**src/rtl/ace_pkg.sv**
```systemverilog
// Shared ACE snoop types: AC snoop type, CR response bit layout and the
// snoop-broadcast FSM state encoding.
package ace_pkg;

    typedef logic [3:0] acsnoop_t;
    typedef logic [4:0] crresp_t;

    localparam int unsigned CrDataTransfer = 0;
    localparam int unsigned CrError        = 1;
    localparam int unsigned CrPassDirty    = 2;
    localparam int unsigned CrIsShared     = 3;
    localparam int unsigned CrWasUnique    = 4;

    typedef enum logic [1:0] {
        IDLE  = 2'd0,
        SNOOP = 2'd1,
        RESP  = 2'd2
    } snoop_state_e;

endpackage

```
**src/rtl/ace_crresp_merge.sv**
```systemverilog
// Combinational merge of the CR responses accepted in one cycle: OR of all
// accepted responses and the lowest-index port reporting DataTransfer.
module ace_crresp_merge
    import ace_pkg::*;
#(
    parameter int unsigned NoSnoopPorts = 4,
    parameter int unsigned IdxWidth     = 2
) (
    input  logic [NoSnoopPorts-1:0]   fire_i,
    input  logic [5*NoSnoopPorts-1:0] resp_i,
    output crresp_t                   resp_o,
    output logic                      dt_any_o,
    output logic [IdxWidth-1:0]       dt_idx_o
);

    always_comb begin
        resp_o   = '0;
        dt_any_o = 1'b0;
        dt_idx_o = '0;
        // Walk from the top down so the lowest DataTransfer index wins.
        for (int i = NoSnoopPorts - 1; i >= 0; i--) begin
            if (fire_i[i]) begin
                resp_o = resp_o | resp_i[5*i +: 5];
                if (resp_i[5*i + CrDataTransfer]) begin
                    dt_any_o = 1'b1;
                    dt_idx_o = IdxWidth'(i);
                end
            end
        end
    end

endmodule

```
**src/rtl/ace_snoop_bcast.sv**
```systemverilog
// Broadcasts one snoop on the AC channel, gathers every CR response and returns
// one merged response. Optional snoop timeout with stale-port draining: ACE_SNOOP_TIMEOUT_EN.
module ace_snoop_bcast
    import ace_pkg::*;
#(
    parameter int unsigned NoSnoopPorts  = 4,
    parameter int unsigned AddrWidth     = 64,
    parameter bit          ExcludeSrc    = 1'b1,
    parameter int unsigned TimeoutCycles = 1024,
    parameter int unsigned IdxWidth      = (NoSnoopPorts > 1) ? $clog2(NoSnoopPorts) : 1
) (
    input  logic                      clk_i,
    input  logic                      rst_ni,
    input  logic                      req_valid_i,
    output logic                      req_ready_o,
    input  logic [AddrWidth-1:0]      req_addr_i,
    input  acsnoop_t                  req_snoop_i,
    input  logic [IdxWidth-1:0]       req_src_i,
    output logic [NoSnoopPorts-1:0]   ac_valid_o,
    input  logic [NoSnoopPorts-1:0]   ac_ready_i,
    output logic [AddrWidth-1:0]      ac_addr_o,
    output acsnoop_t                  ac_snoop_o,
    input  logic [NoSnoopPorts-1:0]   cr_valid_i,
    output logic [NoSnoopPorts-1:0]   cr_ready_o,
    input  logic [5*NoSnoopPorts-1:0] cr_resp_i,
    output logic                      rsp_valid_o,
    input  logic                      rsp_ready_i,
    output crresp_t                   rsp_resp_o,
    output logic                      rsp_data_vld_o,
    output logic [IdxWidth-1:0]       rsp_data_sel_o
);

    if (NoSnoopPorts < 1 || TimeoutCycles < 2) begin : g_bad_params
        $error("ace_snoop_bcast: NoSnoopPorts must be >= 1 and TimeoutCycles >= 2");
    end

    snoop_state_e             state_q, state_d;
    logic [AddrWidth-1:0]     addr_q, addr_d;
    acsnoop_t                 snoop_q, snoop_d;
    logic [NoSnoopPorts-1:0]  mask_q, mask_d, new_mask;
    logic [NoSnoopPorts-1:0]  ac_done_q, ac_done_d;
    logic [NoSnoopPorts-1:0]  cr_done_q, cr_done_d;
    crresp_t                  resp_q, resp_d;
    logic                     dvld_q, dvld_d;
    logic [IdxWidth-1:0]      dsel_q, dsel_d;
    logic [NoSnoopPorts-1:0]  ac_fire, cr_live;
    crresp_t                  merge_resp;
    logic                     merge_dt_any;
    logic [IdxWidth-1:0]      merge_dt_idx;

`ifdef ACE_SNOOP_TIMEOUT_EN
    localparam int unsigned CntWidth = $clog2(TimeoutCycles) + 1;
    logic [CntWidth-1:0]      cnt_q, cnt_d;
    logic [NoSnoopPorts-1:0]  stale_ac_q, stale_ac_d;
    logic [NoSnoopPorts-1:0]  stale_cr_q, stale_cr_d;
`endif

    // Valid/ready: a transfer happens on any cycle where both are high at the
    // clock edge; a raised valid and its payload hold until that transfer.
    always_comb begin
        req_ready_o = (state_q == IDLE);
        ac_valid_o  = (state_q == SNOOP) ? (mask_q & ~ac_done_q) : '0;
        cr_ready_o  = (state_q == SNOOP) ? (ac_done_q & ~cr_done_q) : '0;
`ifdef ACE_SNOOP_TIMEOUT_EN
        // Timed-out ports finish their AC, then have their late CR swallowed.
        ac_valid_o  = ac_valid_o | stale_ac_q;
        cr_ready_o  = cr_ready_o | (stale_cr_q & ~stale_ac_q);
        req_ready_o = req_ready_o & (stale_ac_q == '0);
`endif
        ac_fire = ac_valid_o & ac_ready_i;
        cr_live = (state_q == SNOOP) ? (cr_valid_i & cr_ready_o & mask_q) : '0;
    end

    ace_crresp_merge #(
        .NoSnoopPorts (NoSnoopPorts),
        .IdxWidth     (IdxWidth)
    ) u_merge (
        .fire_i   (cr_live),
        .resp_i   (cr_resp_i),
        .resp_o   (merge_resp),
        .dt_any_o (merge_dt_any),
        .dt_idx_o (merge_dt_idx)
    );

    always_comb begin
        new_mask = '1;
        for (int i = 0; i < NoSnoopPorts; i++) begin
            if (ExcludeSrc && (req_src_i == IdxWidth'(i))) new_mask[i] = 1'b0;
        end
    end

    always_comb begin
        state_d   = state_q;
        addr_d    = addr_q;
        snoop_d   = snoop_q;
        mask_d    = mask_q;
        ac_done_d = ac_done_q;
        cr_done_d = cr_done_q;
        resp_d    = resp_q;
        dvld_d    = dvld_q;
        dsel_d    = dsel_q;
`ifdef ACE_SNOOP_TIMEOUT_EN
        cnt_d      = cnt_q;
        stale_ac_d = stale_ac_q & ~ac_fire;
        stale_cr_d = stale_cr_q & ~(cr_valid_i & cr_ready_o);
`endif
        case (state_q)
            IDLE: begin
                if (req_valid_i && req_ready_o) begin
                    addr_d    = req_addr_i;
                    snoop_d   = req_snoop_i;
                    mask_d    = new_mask;
`ifdef ACE_SNOOP_TIMEOUT_EN
                    mask_d    = new_mask & ~stale_cr_q;
                    cnt_d     = '0;
`endif
                    ac_done_d = '0;
                    cr_done_d = '0;
                    resp_d    = '0;
                    dvld_d    = 1'b0;
                    dsel_d    = '0;
                    state_d   = (mask_d == '0) ? RESP : SNOOP;
                end
            end
            SNOOP: begin
                ac_done_d = ac_done_q | (ac_fire & mask_q);
                cr_done_d = cr_done_q | cr_live;
                resp_d    = resp_q | merge_resp;
                if (!dvld_q && merge_dt_any) begin
                    dvld_d = 1'b1;
                    dsel_d = merge_dt_idx;
                end
                if (cr_done_d == mask_q) begin
                    state_d = RESP;
                end
`ifdef ACE_SNOOP_TIMEOUT_EN
                else if (cnt_q == CntWidth'(TimeoutCycles - 1)) begin
                    resp_d[CrError] = 1'b1;
                    stale_ac_d      = stale_ac_d | (mask_q & ~ac_done_d);
                    stale_cr_d      = stale_cr_d | (mask_q & ~cr_done_d);
                    state_d         = RESP;
                end else begin
                    cnt_d = cnt_q + 1'b1;
                end
`endif
            end
            RESP: begin
                if (rsp_ready_i) state_d = IDLE;
            end
            default: state_d = IDLE;
        endcase
    end

    always_ff @(posedge clk_i or negedge rst_ni) begin
        if (!rst_ni) begin
            state_q   <= IDLE;
            addr_q    <= '0;
            snoop_q   <= '0;
            mask_q    <= '0;
            ac_done_q <= '0;
            cr_done_q <= '0;
            resp_q    <= '0;
            dvld_q    <= 1'b0;
            dsel_q    <= '0;
`ifdef ACE_SNOOP_TIMEOUT_EN
            cnt_q      <= '0;
            stale_ac_q <= '0;
            stale_cr_q <= '0;
`endif
        end else begin
            state_q   <= state_d;
            addr_q    <= addr_d;
            snoop_q   <= snoop_d;
            mask_q    <= mask_d;
            ac_done_q <= ac_done_d;
            cr_done_q <= cr_done_d;
            resp_q    <= resp_d;
            dvld_q    <= dvld_d;
            dsel_q    <= dsel_d;
`ifdef ACE_SNOOP_TIMEOUT_EN
            cnt_q      <= cnt_d;
            stale_ac_q <= stale_ac_d;
            stale_cr_q <= stale_cr_d;
`endif
        end
    end

    assign ac_addr_o      = addr_q;
    assign ac_snoop_o     = snoop_q;
    assign rsp_valid_o    = (state_q == RESP);
    assign rsp_resp_o     = resp_q;
    assign rsp_data_vld_o = dvld_q;
    assign rsp_data_sel_o = dsel_q;

endmodule

```
**config.mk**
```make
export PLATFORM = sky130hd
export DESIGN_NAME = ace_snoop_bcast
export DESIGN_NICKNAME = d
export VERILOG_FILES = /design/src/rtl/ace_pkg.sv /design/src/rtl/ace_crresp_merge.sv /design/src/rtl/ace_snoop_bcast.sv
export SDC_FILE = /design/constraint.sdc
export NUM_CORES = 1
export LEC_CHECK = 0
export BUFFER_PORTS_ARGS = -buffer_cell sky130_fd_sc_hd__buf_2
export CAP_MARGIN = 10
export CORE_MARGIN = 1.5
export CORE_UTILIZATION = 40
export CTS_BUF_LIST = sky130_fd_sc_hd__clkbuf_16
export CTS_CLUSTER_DIAMETER = 100
export CTS_CLUSTER_SIZE = 40
export DETAILED_ROUTE_END_ITERATION = 6
export PLACE_DENSITY_LB_ADDON = 0.25
export SETUP_SLACK_MARGIN = 0.02
export SYNTH_ARGS = -nofsm -noshare
export SYNTH_HDL_FRONTEND = slang
export SYNTH_SLANG_ARGS = --single-unit
```
**constraint.sdc**
```tcl
create_clock -name clk_i -period 2.1 [get_ports clk_i]
set_clock_uncertainty 0.05 [all_clocks]
set_input_delay 0.21 -clock clk_i [delete_from_list [all_inputs] [get_ports clk_i]]
set_output_delay 0.21 -clock clk_i [all_outputs]
set_load 0.005 [all_outputs]
```
==> results of run 1 <==
-- sequential cells by signal, summed over array words and instances, names as in the netlist --
name            cells
ac_addr_o          64
cr_done_q           4
state_q             2
rsp_data_sel_o      2
mask_q              4
ac_done_q           4
rsp_data_vld_o      1
rsp_resp_o          5
ac_snoop_o          4
-- cell families (layout without fill, tap and decap cells) --
family,count (synthesis),after routing,share of synthesized area (%)
compound gates,29,29,6.33
buf+inv,25,219,2.91
flops,90,90,60.2
mux,2,2,0.569
simple gates,265,265,30.0
-- worst min-delay path by stage --
stage / slack, ns / cells past startpoint / endpoint
3_5_place_dp: 0.23 / 1 / rsp_data_sel_o[1]
6_report: 0.02 / 3 / ac_addr_o[52]
5_1_grt: 0.02 / 3 / ac_addr_o[26]
3_3_place_gp: 0.23 / 1 / rsp_data_sel_o[1]
4_1_cts: 0.009 / 3 / ac_snoop_o[3]
2_1_floorplan: -0.14 / 0 / ac_addr_o[0]
-- final cells by class --
type | instances | area, sq um | area share (%)
well taps | 111 | 139 | 2.72
clock inverters | 7 | 46.3 | 0.906
multi-input cells | 296 | 1380 | 27.0
inverters | 5 | 18.8 | 0.367
clock buffers | 9 | 225 | 4.41
repair buffers | 198 | 1050 | 20.5
flip-flops and latches | 90 | 2250 | 44.1
-- power groups by stage --
| stage | Combinational, mW | Clock [mW] | Sequential (mW) |
|---|---|---|---|
| finish | 2.89 | 1.45 | 3.07 |
| detailed placement | 2.96 | 0 | 3.08 |
| CTS | 2.95 | 1.49 | 3.08 |
| floorplan | 1.55 | 0 | 3.08 |
| global placement | 2.86 | 0 | 3.05 |
| global route | 3.31 | 1.57 | 3.19 |
-- layer usage --
metal  vias to the layer above  global-route usage, %  part of all wire (%)
met5                         -                      0                     0
li1                       1699                      -                     -
met1                      1642                   25.4                    44
met2                       141                   32.2                    47
met3                         9                   6.32                   8.6
met4                         0                   7.26                  0.82
-- worst register-to-register path: cells and delay by family (launching register included) --
family | cells | cell delay (ns)
AND/OR/NAND/NOR | 2 | 0.75
flip-flops | 1 | 0.54
AO/OA/AOI/OAI | 1 | 0.24
multiplexers | 1 | 0.21
-- timing repair --
item	4_1_cts	5_1_grt
gates resized for setup	0	0
hold buffers	1	0
endpoints found under the hold margin	47	0
-- synth_stat cells (4+ instances only) --
cell type / n / share of area [%]
a222oi_1: 5 / 1.3
a22oi_1: 4 / 0.80
buf_2: 12 / 1.6
clkbuf_1: 8 / 0.80
dfrtp_1: 90 / 60
inv_1: 5 / 0.50
nand2_1: 215 / 22
nand4b_1: 4 / 0.94
nor2_1: 14 / 1.4
nor2b_1: 9 / 1.5
nor3b_1: 4 / 0.80
o21ai_0: 4 / 0.54
-- per-stage QoR --
step	power [mW]	worst slack [ns]	std cells
6_report	7.42	0.238	716
3_3_place_gp	5.91	0.363	699
5_1_grt	8.07	0.170	716
4_1_cts	7.52	0.268	716
3_5_place_dp	6.03	0.296	699
2_1_floorplan	4.63	0.522	411
==> impl_metrics.toml, run 1 <==
[timing]
period_share_pct = 88.7
max_freq_ghz = 0.537
tightest_slew_ns = 0.639
hold_viol = 0
slew_violations = 0
setup_violations = 0
max-slew-margin-rel_pct = 57.4
finalSetupTns_ns = 0
rsz0062_at_grt = "no"
period_minus_slack_ns = 1.86
hold_ws_ns = 0.0206

[synthesis]
syn_area_per_cell_sq_um = 9.10
synth_edf_count = 0
yosys_warnings = 0
synth_seq_cells = 90
async_flop_share_pct = 100
ys_types = 34
yosysSeqAreaShare_pct = 60.2
synth_ff_type = "dfrtp_1"
syn-cell-area_sq_mm = 0.00374
syn_inst = 411
synth_nets = 513

[worst_setup_path]
max_stage_delay_ns = 0.54
endpoint_kind = "flop"
reg2reg_from = "state_q[0]"
regToRegSetupSlack_ns = 0.24
required_ns = 2.29
crit_family = "simple AND/OR/NAND/NOR gates"
r2r_end = "rsp_data_sel_o[0]"
crit_fanout = 12
crit_arrival_ns = 2.06
path_depth = 4
worstSetupPathType = "reg2reg"
cp-start-kind = "flop"
endpoint = "rsp_data_sel_o[0]"
worst_path_max_delay_cell = "dfrtp_1"
worst-path-buf-inv = 0
path_cells = "nand3b_1 -> or4_4 -> a41oi_2 -> mux2i_1"
reg2reg_depth = 4
crit_start = "state_q[0]"

[final_layout]
syn2layout_area_growth_pct = 36.7
mostFrequentLayoutCells = "nand2_1 (214), buf_2 (186), dfrtp_1 (90)"
fin_nets = 702
layout_commonest_cell = "nand2_1"
diodes = 0
drive_gt1_share_pct = 35.7
final_area_sq_mm = 0.00511
nFillCells = 871
finish.utilization_pct = 55.8

[die]
die-area_sq_mm = 0.00994
die_x_um = 99.7
dieHeight_um = 99.7
row_count = 35
coreArea_sq_mm = 0.00915
start_util_pct = 40.8
io_pins = 188

[detailed_routing]
via_count = 3491
drt_iter0_markers = 113
route.detailed.drc = 0
drt_wl_total_um = 9760
first_pass_iters = 4
wire_per_inst_um = 13.6
ant_nets = 0
via_per_inst = 4.88

[clock_tree]
clk_pin_slew_ns = 0.07
htreeDepth = 3
numClockSinks = 90
cts_buffer_depth = 2
clkLatencyLatePin_ns = 0.32
cts_root_buf = "clkbuf_16"
post_cts_buffers = 0
numCtsBuffers = 9
tritoncts = "yes"

[global_route]
antenna_found_initial = 0
grt_pass1_vias = 3390
grt_pass1_wl_um = 15800
grt_overflow = 0
grt.total_usage_pct = 20.0
grt_max_degree = 50

[hold_path]
hold_start = "req_addr_i[52]"
min_path_type = "in2reg"

[placed_design]
hpwl_um = 7060
routabilityCongestion = 0.902
placed_cell_area_sq_mm = 0.00483
port_buffers = 187

[pwr]
seq_power_share_pct = 41.4
powerDensity_mw_per_mm2 = 1450
ir_worst_vdd_mv = 0.516
internal-power_mw = 4.70
netSwitchingFraction_pct = 36.7
power_frac_clock_pct = 19.6
p_leak_nw = 2.91
power_frac_comb_pct = 39.0
switching_power_mw = 2.72

[status]
status = "finished clean"

[job]
cap_violations = 0
Note: power is estimated with default switching activity, not from simulation.
==> run 2, diff against run 1 <==
Settings changed: RECOVER_POWER set to 25.
==> run 2 against run 1 <==
Effect of this change:
- worst setup slack is essentially flat
- non-clock buffer count is the same
- worst hold slack is essentially flat
- highest routed layer unchanged
- power shrank 0.16%
- first-iteration DRC count shrank 1.8%
- register-to-register slack is essentially flat
==> impl_metrics.toml, run 2 (synthesized netlist as in run 1, its figures left out) <==
[status]
status = "finished clean"

[worst_setup_path]
endpoint = "rsp_data_sel_o[0]"
max_stage_delay_ns = 0.54
worstSetupPathType = "reg2reg"
reg2reg_from = "state_q[0]"
crit_arrival_ns = 2.06
worst_path_max_delay_cell = "dfrtp_1"
crit_fanout = 12
cp-start-kind = "flop"
path_depth = 4
crit_start = "state_q[0]"
required_ns = 2.29
path_cells = "nand3b_1 -> or4_4 -> a41oi_2 -> mux2i_1"
worst-path-buf-inv = 0
regToRegSetupSlack_ns = 0.24
crit_family = "simple AND/OR/NAND/NOR gates"
endpoint_kind = "flop"
reg2reg_depth = 4
r2r_end = "rsp_data_sel_o[0]"

[clock_tree]
clk_pin_slew_ns = 0.07
post_cts_buffers = 0
numClockSinks = 90
cts_root_buf = "clkbuf_16"
clkLatencyLatePin_ns = 0.32
htreeDepth = 3
post_cts_resized = 0
tritoncts = "yes"
cts_buffer_depth = 2
numCtsBuffers = 9

[global_route]
grt_max_degree = 50
antenna_found_initial = 0
grt_overflow = 0
grt.total_usage_pct = 20.0
grt_pass1_wl_um = 15800
grt_pass1_vias = 3390

[die]
start_util_pct = 40.8
die-area_sq_mm = 0.00994
row_count = 35
io_pins = 188
dieHeight_um = 99.7
coreArea_sq_mm = 0.00915
die_x_um = 99.7

[detailed_routing]
drt_iter0_markers = 111
drt_wl_total_um = 9760
via_per_inst = 4.88
first_pass_iters = 5
via_count = 3494
wire_per_inst_um = 13.6
route.detailed.drc = 0
ant_nets = 0

[final_layout]
finish.utilization_pct = 55.7
mostFrequentLayoutCells = "nand2_1 (214), buf_2 (180), dfrtp_1 (90)"
fin_nets = 702
drive_gt1_share_pct = 34.7
largest_register_ffs = 64
diodes = 0
syn2layout_area_growth_pct = 36.4
layout_commonest_cell = "nand2_1"

[placed_design]
port_buffers = 187
routabilityCongestion = 0.902
hpwl_um = 7060

[pwr]
ir_worst_vdd_mv = 0.516
p_leak_nw = 2.89
powerDensity_mw_per_mm2 = 1450

[timing]
setup_violations = 0
tightest_slew_ns = 1.25
finalSetupTns_ns = 0
hold_viol = 0
rsz0062_at_grt = "no"
period_minus_slack_ns = 1.86
slew_violations = 0
hold_ws_ns = 0.0206
max-slew-margin-rel_pct = 16.7
max_freq_ghz = 0.537
period_share_pct = 88.7

[job]
cap_violations = 0

[hold_path]
min_path_type = "in2reg"
-- run 2: cell types whose count changed in the layout (fill, tap and decap cells not counted), sizes merged --
cell | previous run | this run
buf | 197 | 190
clkbuf | 9 | 16
-- run 2: worst min-delay path, cell delays in order --
cell     delay [ns]
buf_2          0.07
nand2_1        0.04
nand2_1        0.05
-- run 2: repair_timing --
item	CTS	global route
endpoints found under the hold margin	47	0
hold buffers	1	0
setup endpoints to repair	0	0
-- run 2: power breakdown --
group | leakage [nW] | switching, mW | internal [mW]
Combinational | 1.66 | 1.55 | 1.33
Sequential | 1.11 | 0.524 | 2.55
Clock | 0.123 | 0.656 | 0.797
-- run 2: how the worst min path moves through the flow --
stage                               from                end  depth (start not counted)  slack, ns
after floorplan                   rst_ni       ac_addr_o[0]                          0      -0.14
after global placement            rst_ni  rsp_data_sel_o[1]                          1       0.23
after detailed placement          rst_ni  rsp_data_sel_o[1]                          1       0.23
after CTS                 req_snoop_i[3]      ac_snoop_o[3]                          3      0.009
after global routing      req_addr_i[26]      ac_addr_o[26]                          3       0.02
final                     req_addr_i[52]      ac_addr_o[52]                          3       0.02
-- run 2: layer usage --
metal	track usage (%)	vias up	routed length [um]
li1	-	1698	-
met1	25.4	1646	4280
met2	32.2	141	4560
met3	6.32	9	841
met4	7.26	0	80
met5	0	-	0
-- run 2: stage by stage --
step | power (mW) | cell area (sq um) | setup slack [ns] | cells
finish | 7.41 | 5100 | 0.238 | 716
detailed placement | 6.03 | 4830 | 0.296 | 699
global route | 8.06 | 5100 | 0.170 | 716
global placement | 5.91 | 4830 | 0.363 | 699
CTS | 7.52 | 5110 | 0.268 | 716
floorplan | 4.63 | 3740 | 0.522 | 411
-- run 2: final cells by class --
cell class,count,area (sq um)
flip-flops and latches,90,2250
clock inverters,7,46.3
repair buffers,198,1040
inverters,5,18.8
fillers,877,4050
multi-input cells,296,1380
well taps,111,139
clock buffers,9,225
